[src/rtl/memory_game_ctrl.sv]
// rtl/memory_game_ctrl.sv - pair-matching sequencer for the 6x6 memory-card grid.
// Optional miss limit / game_over output enabled by defining MISS_LIMIT_EN.
module memory_game_ctrl #(
   parameter int NUM_CARDS   = 36,
   parameter int SHOW_CYCLES = 25000000,
   parameter int CNT_W       = 8,
   parameter int MAX_MISSES  = 20
) (
   input  logic                 clock,
   input  logic                 reset,
   input  logic [5:0]           cursor,
   input  logic                 select,
   output logic [5:0]           board_addr,
   input  logic [5:0]           board_data,
   output logic [5:0]           selectedCard,
   output logic [5:0]           card1,
   output logic [5:0]           card2,
   output logic [NUM_CARDS-1:0] matched,
   output logic [5:0]           pairs_found,
   output logic [CNT_W-1:0]     attempts,
   output logic                 busy,
   output logic                 win
`ifdef MISS_LIMIT_EN
   ,
   output logic                 game_over
`endif
);

   localparam int TMR_W = $clog2(SHOW_CYCLES) + 1;
   localparam logic [5:0]       NONE      = 6'h3F;
   localparam logic [TMR_W-1:0] TMR_LOAD  = TMR_W'(SHOW_CYCLES - 1);
   localparam logic [5:0]       PAIRS_ALL = 6'(NUM_CARDS / 2);
   localparam logic [5:0]       CARD_LIM  = 6'(NUM_CARDS);

   typedef enum logic [2:0] {
      S_PICK1, S_WAIT1, S_PICK2, S_WAIT2, S_COMPARE, S_SHOW, S_CHECK, S_DONE
   } state_t;

   state_t                 r_state, w_state_nxt;
   logic [5:0]             r_card1, w_card1_nxt;
   logic [5:0]             r_card2, w_card2_nxt;
   logic [5:0]             r_addr, w_addr_nxt;
   logic [5:0]             r_val1, w_val1_nxt;
   logic [5:0]             r_val2, w_val2_nxt;
   logic [5:0]             r_sel;
   logic [NUM_CARDS-1:0]   r_matched, w_matched_nxt;
   logic [5:0]             r_pairs, w_pairs_nxt;
   logic [CNT_W-1:0]       r_attempts, w_attempts_nxt;
   logic [TMR_W-1:0]       r_timer, w_timer_nxt;
   logic                   r_busy, w_busy_nxt;
   logic                   r_win, w_win_nxt;
`ifdef MISS_LIMIT_EN
   logic [CNT_W-1:0]       r_misses, w_misses_nxt;
   logic                   r_game_over, w_game_over_nxt;
`endif

   logic [63:0]            w_matched_ext;
   logic                   w_sel_ok;
   logic [NUM_CARDS-1:0]   w_pair_mask;

   // Widen matched to 64 bits so any 6-bit cursor indexes it safely
   assign w_matched_ext = 64'(r_matched);
   assign w_sel_ok      = select && (cursor < CARD_LIM) && !w_matched_ext[cursor];
   assign w_pair_mask   = ({{(NUM_CARDS-1){1'b0}}, 1'b1} << r_card1)
                        | ({{(NUM_CARDS-1){1'b0}}, 1'b1} << r_card2);

   always_ff @(posedge clock or posedge reset) begin
      if (reset) begin
         r_state     <= S_PICK1;
         r_card1     <= NONE;
         r_card2     <= NONE;
         r_addr      <= '0;
         r_val1      <= '0;
         r_val2      <= '0;
         r_sel       <= '0;
         r_matched   <= '0;
         r_pairs     <= '0;
         r_attempts  <= '0;
         r_timer     <= '0;
         r_busy      <= 1'b0;
         r_win       <= 1'b0;
`ifdef MISS_LIMIT_EN
         r_misses    <= '0;
         r_game_over <= 1'b0;
`endif
      end else begin
         r_state     <= w_state_nxt;
         r_card1     <= w_card1_nxt;
         r_card2     <= w_card2_nxt;
         r_addr      <= w_addr_nxt;
         r_val1      <= w_val1_nxt;
         r_val2      <= w_val2_nxt;
         r_sel       <= cursor;
         r_matched   <= w_matched_nxt;
         r_pairs     <= w_pairs_nxt;
         r_attempts  <= w_attempts_nxt;
         r_timer     <= w_timer_nxt;
         r_busy      <= w_busy_nxt;
         r_win       <= w_win_nxt;
`ifdef MISS_LIMIT_EN
         r_misses    <= w_misses_nxt;
         r_game_over <= w_game_over_nxt;
`endif
      end
   end

   always_comb begin
      w_state_nxt    = r_state;
      w_card1_nxt    = r_card1;
      w_card2_nxt    = r_card2;
      w_addr_nxt     = r_addr;
      w_val1_nxt     = r_val1;
      w_val2_nxt     = r_val2;
      w_matched_nxt  = r_matched;
      w_pairs_nxt    = r_pairs;
      w_attempts_nxt = r_attempts;
      w_timer_nxt    = r_timer;
      w_busy_nxt     = r_busy;
      w_win_nxt      = r_win;
`ifdef MISS_LIMIT_EN
      w_misses_nxt    = r_misses;
      w_game_over_nxt = r_game_over;
`endif
      case (r_state)
         S_PICK1: begin
            if (w_sel_ok) begin
               w_card1_nxt = cursor;
               w_addr_nxt  = cursor;
               w_state_nxt = S_WAIT1;
            end
         end
         S_WAIT1: begin
            w_val1_nxt  = board_data;
            w_state_nxt = S_PICK2;
         end
         S_PICK2: begin
            if (w_sel_ok && (cursor != r_card1)) begin
               w_card2_nxt = cursor;
               w_addr_nxt  = cursor;
               w_busy_nxt  = 1'b1;
               w_state_nxt = S_WAIT2;
            end
         end
         S_WAIT2: begin
            w_val2_nxt  = board_data;
            w_state_nxt = S_COMPARE;
         end
         S_COMPARE: begin
            if (r_attempts != {CNT_W{1'b1}})
               w_attempts_nxt = r_attempts + CNT_W'(1);
            if (r_val1 == r_val2) begin
               w_matched_nxt = r_matched | w_pair_mask;
               w_pairs_nxt   = r_pairs + 6'd1;
               w_card1_nxt   = NONE;
               w_card2_nxt   = NONE;
               w_busy_nxt    = 1'b0;
               w_state_nxt   = S_CHECK;
            end else begin
               w_timer_nxt = TMR_LOAD;
`ifdef MISS_LIMIT_EN
               if (r_misses != {CNT_W{1'b1}})
                  w_misses_nxt = r_misses + CNT_W'(1);
`endif
               w_state_nxt = S_SHOW;
            end
         end
         S_SHOW: begin
            if (r_timer == '0) begin
               w_card1_nxt = NONE;
               w_card2_nxt = NONE;
               w_busy_nxt  = 1'b0;
               w_state_nxt = S_PICK1;
`ifdef MISS_LIMIT_EN
               if (r_misses >= CNT_W'(MAX_MISSES)) begin
                  w_game_over_nxt = 1'b1;
                  w_state_nxt     = S_DONE;
               end
`endif
            end else begin
               w_timer_nxt = r_timer - TMR_W'(1);
            end
         end
         S_CHECK: begin
            if (r_pairs == PAIRS_ALL) begin
               w_win_nxt   = 1'b1;
               w_state_nxt = S_DONE;
            end else begin
               w_state_nxt = S_PICK1;
            end
         end
         S_DONE: begin
            w_state_nxt = S_DONE;
         end
         default: w_state_nxt = S_PICK1;
      endcase
   end

   assign board_addr   = r_addr;
   assign selectedCard = r_sel;
   assign card1        = r_card1;
   assign card2        = r_card2;
   assign matched      = r_matched;
   assign pairs_found  = r_pairs;
   assign attempts     = r_attempts;
   assign busy         = r_busy;
   assign win          = r_win;
`ifdef MISS_LIMIT_EN
   assign game_over    = r_game_over;
`endif

endmodule

[config.mk]
export PLATFORM = sky130hd
export DESIGN_NAME = memory_game_ctrl
export DESIGN_NICKNAME = d
export VERILOG_FILES = /design/src/rtl/memory_game_ctrl.sv
export SDC_FILE = /design/constraint.sdc
export NUM_CORES = 1
export LEC_CHECK = 0
export ABC_AREA = 0
export ABC_CLOCK_PERIOD_IN_PS = 3000
export BUFFER_PORTS_ARGS = -buffer_cell sky130_fd_sc_hd__buf_2
export CORE_ASPECT_RATIO = 0.6
export CORE_UTILIZATION = 40
export CTS_BUF_LIST = sky130_fd_sc_hd__clkbuf_4 sky130_fd_sc_hd__clkbuf_8
export DETAILED_ROUTE_END_ITERATION = 7
export SKIP_LAST_GASP = 1
export SLEW_MARGIN = 20
export SYNTH_ARGS = -nofsm -noshare
export SYNTH_HDL_FRONTEND = slang
export SYNTH_SLANG_ARGS = --single-unit
[constraint.sdc]
create_clock -name clock -period 3 [get_ports clock]
set_input_delay 0 -clock clock [delete_from_list [all_inputs] [get_ports clock]]
set_output_delay 0 -clock clock [all_outputs]
set_load 0.03 [all_outputs]
== After elaboration in Yosys (flattened, before gate mapping) ==
Cells that the tools add are included.
Storage, ports and cells
  bits in registers: 117
  output and inout bits: 76
  word-level logic and storage cells: 79
Operators by class
  add/subtract/negate cells: 3
  magnitude comparators: 2
  eq/ne operators: 17
  shift operators: 2
  multiplexer cells: 22
  bitwise logic cells: 2
  reduce and logical (&&, ||, !) cells: 18
Operators with widths (number)
  $or A36 B36 Y36: 2
  $shl A1 B6 Y36 const A: 2
  $mux W26: 2
  $pmux W26 S2: 1
  $pmux W6 S3: 2
  $logic_not A26 Y1: 1
  $sub A26 B1 Y26 const B: 1
  $mux W6: 4
  $pmux W3 S8: 1
  $eq A3 B3 Y1 const B: 4
  $mux W3: 4
  $ne A2 B2 Y1 const B: 6
  $pmux W6 S2: 1
  $reduce_and A3 Y1: 3
  $add A8 B1 Y8 const B: 1
  $ne A8 B8 Y1 const B: 1
  $reduce_and A4 Y1: 2
  $lt A6 B7 Y1 const B: 1
  $add A6 B1 Y6 const B: 1
  $bmux W1 S6: 1
  $eq A3 B2 Y1 const B: 2
  $eq A6 B5 Y1 const B: 1
  $eq A6 B6 Y1: 1
  $lt A6 B6 Y1 const B: 1
  11 further kinds: 20

== Longest topological paths before layout ==
  word-level depth: 7
  mapped depth: 10

== Worst setup path before layout ==
OpenSTA, ideal clock, no wires.
  path kind: flip-flop to flip-flop
  from: reg r_matched[35], in the netlist matched[35]
  to: reg r_card2[0], in the netlist card2[0]
  library setup time: 61 ps
  arrival: 2099 ps
  required time: 2939 ps
  slack: 840 ps
  stages on the path, launching flop included: 7
  buffers on the path: 0
  cell sequence: dfrtp_1 mux4_2 o32a_1 a2111oi_4 a21oi_1 a21boi_4 o22a_1
On the way
  word-level cells in the longest chain between the ends: 7
RTL lines
  start, declared: line 46  | logic [NUM_CARDS-1:0] r_matched, w_matched_nxt;
  start signal, assigned: line 94  | r_matched <= w_matched_nxt;
  $bmux W1 S6: line 63  | assign w_sel_ok = select && (cursor < CARD_LIM) && !w_matched_ext[cursor];
  $mux W1 (not written as such): line 63
  $logic_not A1 Y1: line 63
  $logic_and A1 B1 Y1: line 63
  $logic_and A1 B1 Y1: line 137  | if (w_sel_ok && (cursor != r_card1)) begin
  $ne A2 B2 Y1 (no source line)
  $reduce_and A4 Y1 (no source line)
  end signal, assigned: line 89  | r_card2 <= w_card2_nxt;
  end, declared: line 41  | logic [5:0] r_card2, w_card2_nxt;
No other way between the ends. The select of a mux whose other input is x is not followed.
A chain may end at the register's enable or synchronous reset.

== Worst setup path in the final report ==
  from: reg r_timer[3]
  to: reg r_timer[19]
On the way
  word-level cells in the longest chain between the ends: 3
RTL lines
  start, declared: line 49  | logic [TMR_W-1:0] r_timer, w_timer_nxt;
  start signal, assigned: line 97  | r_timer <= w_timer_nxt;
  $sub A26 B1 Y26 / $logic_not A26 Y1 (equally long branches): line 180, 168
  $mux W26 / $ne A2 B2 Y1 (equally long branches)
  $pmux W26 S2 / $reduce_and A3 Y1 (equally long branches)
Parallel ways exist; a longest one is shown, timed or not. The select of a mux whose other input is x is not followed.

==> flow_summary.json <==
{
  "drv_cap": 0,
  "grt_pass1_wl_um": 25740,
  "max_freq_ghz": 0.4015,
  "diodes": 0,
  "place_hpwl_um": 11230,
  "vias_per_cell": 5.674,
  "power_density_nw_per_um2": 827.4,
  "dr.pass1.iters": 5,
  "grt_usage_pct": 21.97,
  "synth_fp_nets": 568,
  "die_y_um": 96.25,
  "min_period_ns": 2.490,
  "yosys_warnings": 0,
  "skew_ns": 0.01159,
  "setup_tns_ns": 0,
  "worstSetupPathType": "flip-flop to flip-flop",
  "syn_inst": 549,
  "post_synth_num_cell_types": 60,
  "synth-main-ff-cell": "dfrtp_1",
  "synth-edff-count": 0,
  "critPathLaunchType": "flip-flop",
  "async_flop_share_pct": 100.0,
  "worstSetupStartpoint": "r_timer[3]$_DFFE_PP0P_",
  "area_growth_syn_to_layout_pct": 19.97,
  "drtAntennaViolNets": 0,
  "ys_seq_elements": 117,
  "drive_gt1_share_pct": 28.59,
  "antenna_found_initial": 0,
  "cts_tree": "built",
  "port-buffer-count": 90,
  "cts_made_buffers": 17,
  "synth.cell_area_um2": 5922,
  "clock_path_buffers": 2,
  "fin_crit_sh_pct": 83.02,
  "post_cts_resized": 0,
  "fp-row-count": 34,
  "setup_viol": 0,
  "die_x_um": 159.1,
  "worstPathRequired_ns": 3.36,
  "syn_area_per_cell_um2": 10.79,
  "ys_seq_area_share_pct": 49.69,
  "overflow": 0,
  "worst_skew_pair.late_latency_ns": 0.43,
  "finalPower_mw": 5.878,
  "relSlewSlack_pct": 53.61,
  "grt_max_degree": 118,
  "r2r-start": "r_timer[3]$_DFFE_PP0P_",
  "fin_hold_ws_ns": 0.2176,
  "end_kind": "flip-flop",
  "post_cts_buffers": 0,
  "vias": 4874,
  "crit_fanout": 6,
  "start_util_pct": 40.94,
  "first_iter_violations": 430,
  "ir_worst_vdd_v": 0.0003814,
  "ios": 91,
  "cts_root_buf": "clkbuf_8",
  "drc": 0,
  "final_nets": 668,
  "status": "complete, no violations",
  "rsz0062_at_grt": "false",
  "htree_levels": 4,
  "cp.arrival_ns": 2.85,
  "instances_no_fill": 859,
  "drv_slew": 0,
  "grt_pass1_vias": 4676,
  "hold_viol_final": 0,
  "total_leakage_power_nw": 3.366,
  "worstMarginPinSlew_ns": 0.6958,
  "die_area_um2": 15310,
  "min_path_type": "input pin to async pin",
  "gp_congestion": 0.9686,
  "clk_pin_slew_worst_paths_ns": 0.08,
  "dp_cells": 815,
  "wl_um": 15940,
  "clock_sinks": 117,
  "wire_per_inst_um": 18.56,
  "core_area_um2": 14460
}
==> final timing paths <==
path	to	slack, ns	cells after the start
max	r_timer[19]$_DFFE_PP0P_	0.51	6
min	attempts[1]$_DFFE_PP0P_	0.22	4
max reg2reg	r_timer[19]$_DFFE_PP0P_	0.51	6
min reg2reg	matched[6]$_DFFE_PP0P_	0.48	1
max in group asynchronous	matched[21]$_DFFE_PP0P_	2.19	4
min in group clock	r_val2[2]$_DFFE_PP0N_	0.35	3
==> cells by family after synthesis <==
family	synth area share, %
XOR/XNOR	5.916
buffers and inverters	2.916
AND/OR/NAND/NOR	18.02
flip-flops	49.69
AO/OA/AOI/OAI	15.66
adder cells (fa/ha/maj)	0.8452
multiplexers	6.951
==> area by class of cell <==
class	instances	area [um^2]
Sequential cell	117	2943
Clock inverter	14	155.1
Timing Repair Buffer	114	675.6
Clock buffer	17	234.0
Inverter	9	37.54
Fill cell	1397	7360
Multi-Input combinational cell	390	2811
Tap cell	198	247.7
==> worst max-delay path: stages (launching register included) <==
cell,delay [ns]
dfrtp_1,0.44
nor4_1,0.51
nand3_1,0.26
nor3_1,0.42
nand3_1,0.25
or4_1,0.45
nand3_1,0.09
==> metrics by stage <==
stage          setup slack, ns  cell area, um^2  utilization [%]
2_1_floorplan           0.8404             5926                -
3_3_place_gp            0.6558             6585            45.53
3_5_place_dp            0.5644             6585            45.53
4_1_cts                 0.5309             7104            49.12
5_1_grt                 0.3124             7104            49.12
6_report                0.5095             7104            49.12
==> timing repair <==
| action | in CTS | in global routing |
|---|---|---|
| hold buffers | 13 | 0 |
| setup endpoints to repair | 0 | 0 |
| hold endpoints to repair | 129 | 0 |
==> layout by cell type, fill, tap and decap left out, types with 4 or more instances in the layout <==
cell type,instances
dfrtp_1,105
buf_2,90
nand2_1,39
a21o_1,37
o22ai_1,32
nor2_1,29
xor2_1,28
nand3_1,23
nand2b_1,20
mux2_2,20
clkbuf_8,17
nand4_1,16
dlygate4sd3_1,13
xnor2_1,12
dfstp_2,12
nor2b_1,11
buf_4,10
o21ai_0,9
inv_1,8
nor3_1,8
or3_1,7
mux2i_1,7
o22a_1,6
o221a_2,6
clkinvlp_4,6
o32ai_1,4
nor4_1,4
or4_1,4
and4_1,4
mux4_2,4
or2_2,4
a21oi_1,4
and3_1,4
ha_1,4
clkinv_4,4
==> synth_stat cells, types with 7 or more instances <==
master,number,area [um^2]
a21o_1,37,277.8
nor2b_1,11,68.82
nand4_1,16,100.1
nand2b_1,20,125.1
nor3_1,9,45.04
nand2_1,39,146.4
or3_1,7,43.79
mux2_2,20,225.2
clkbuf_1,23,86.33
inv_1,9,33.78
o22ai_1,32,200.2
dfstp_2,12,315.3
nor2_1,29,108.9
xnor2_1,12,105.1
xor2_1,28,245.2
dfrtp_1,105,2628
mux2i_1,7,70.07
o21ai_0,9,45.04
nand3_1,23,115.1
==> layer usage <==
layer  wire length (um)  vias to the layer above  GRT usage [%]
met5                  0                        -              0
met4                 91                        0          6.170
met3               1428                       16          5.946
met2               6228                      204          29.17
met1               8194                     2429          34.02
li1                   -                     2225              -
==> power by group <==
group	internal, mW	total (mW)	switching, mW
combinational	0.770	1.97	1.20
clock	0.739	1.44	0.702
sequential	2.00	2.46	0.461
total	3.51	5.88	2.37
==> registers in the layout, summed over array words and instances, names as in the netlist <==
register and flops:
board_addr 6, selectedCard 6, card1 6, r_val1 6
card2 6, r_state 3, r_timer 26, win 1
busy 1, attempts 8, r_val2 6, pairs_found 6
matched 36
(Power assumes the default switching activity.)
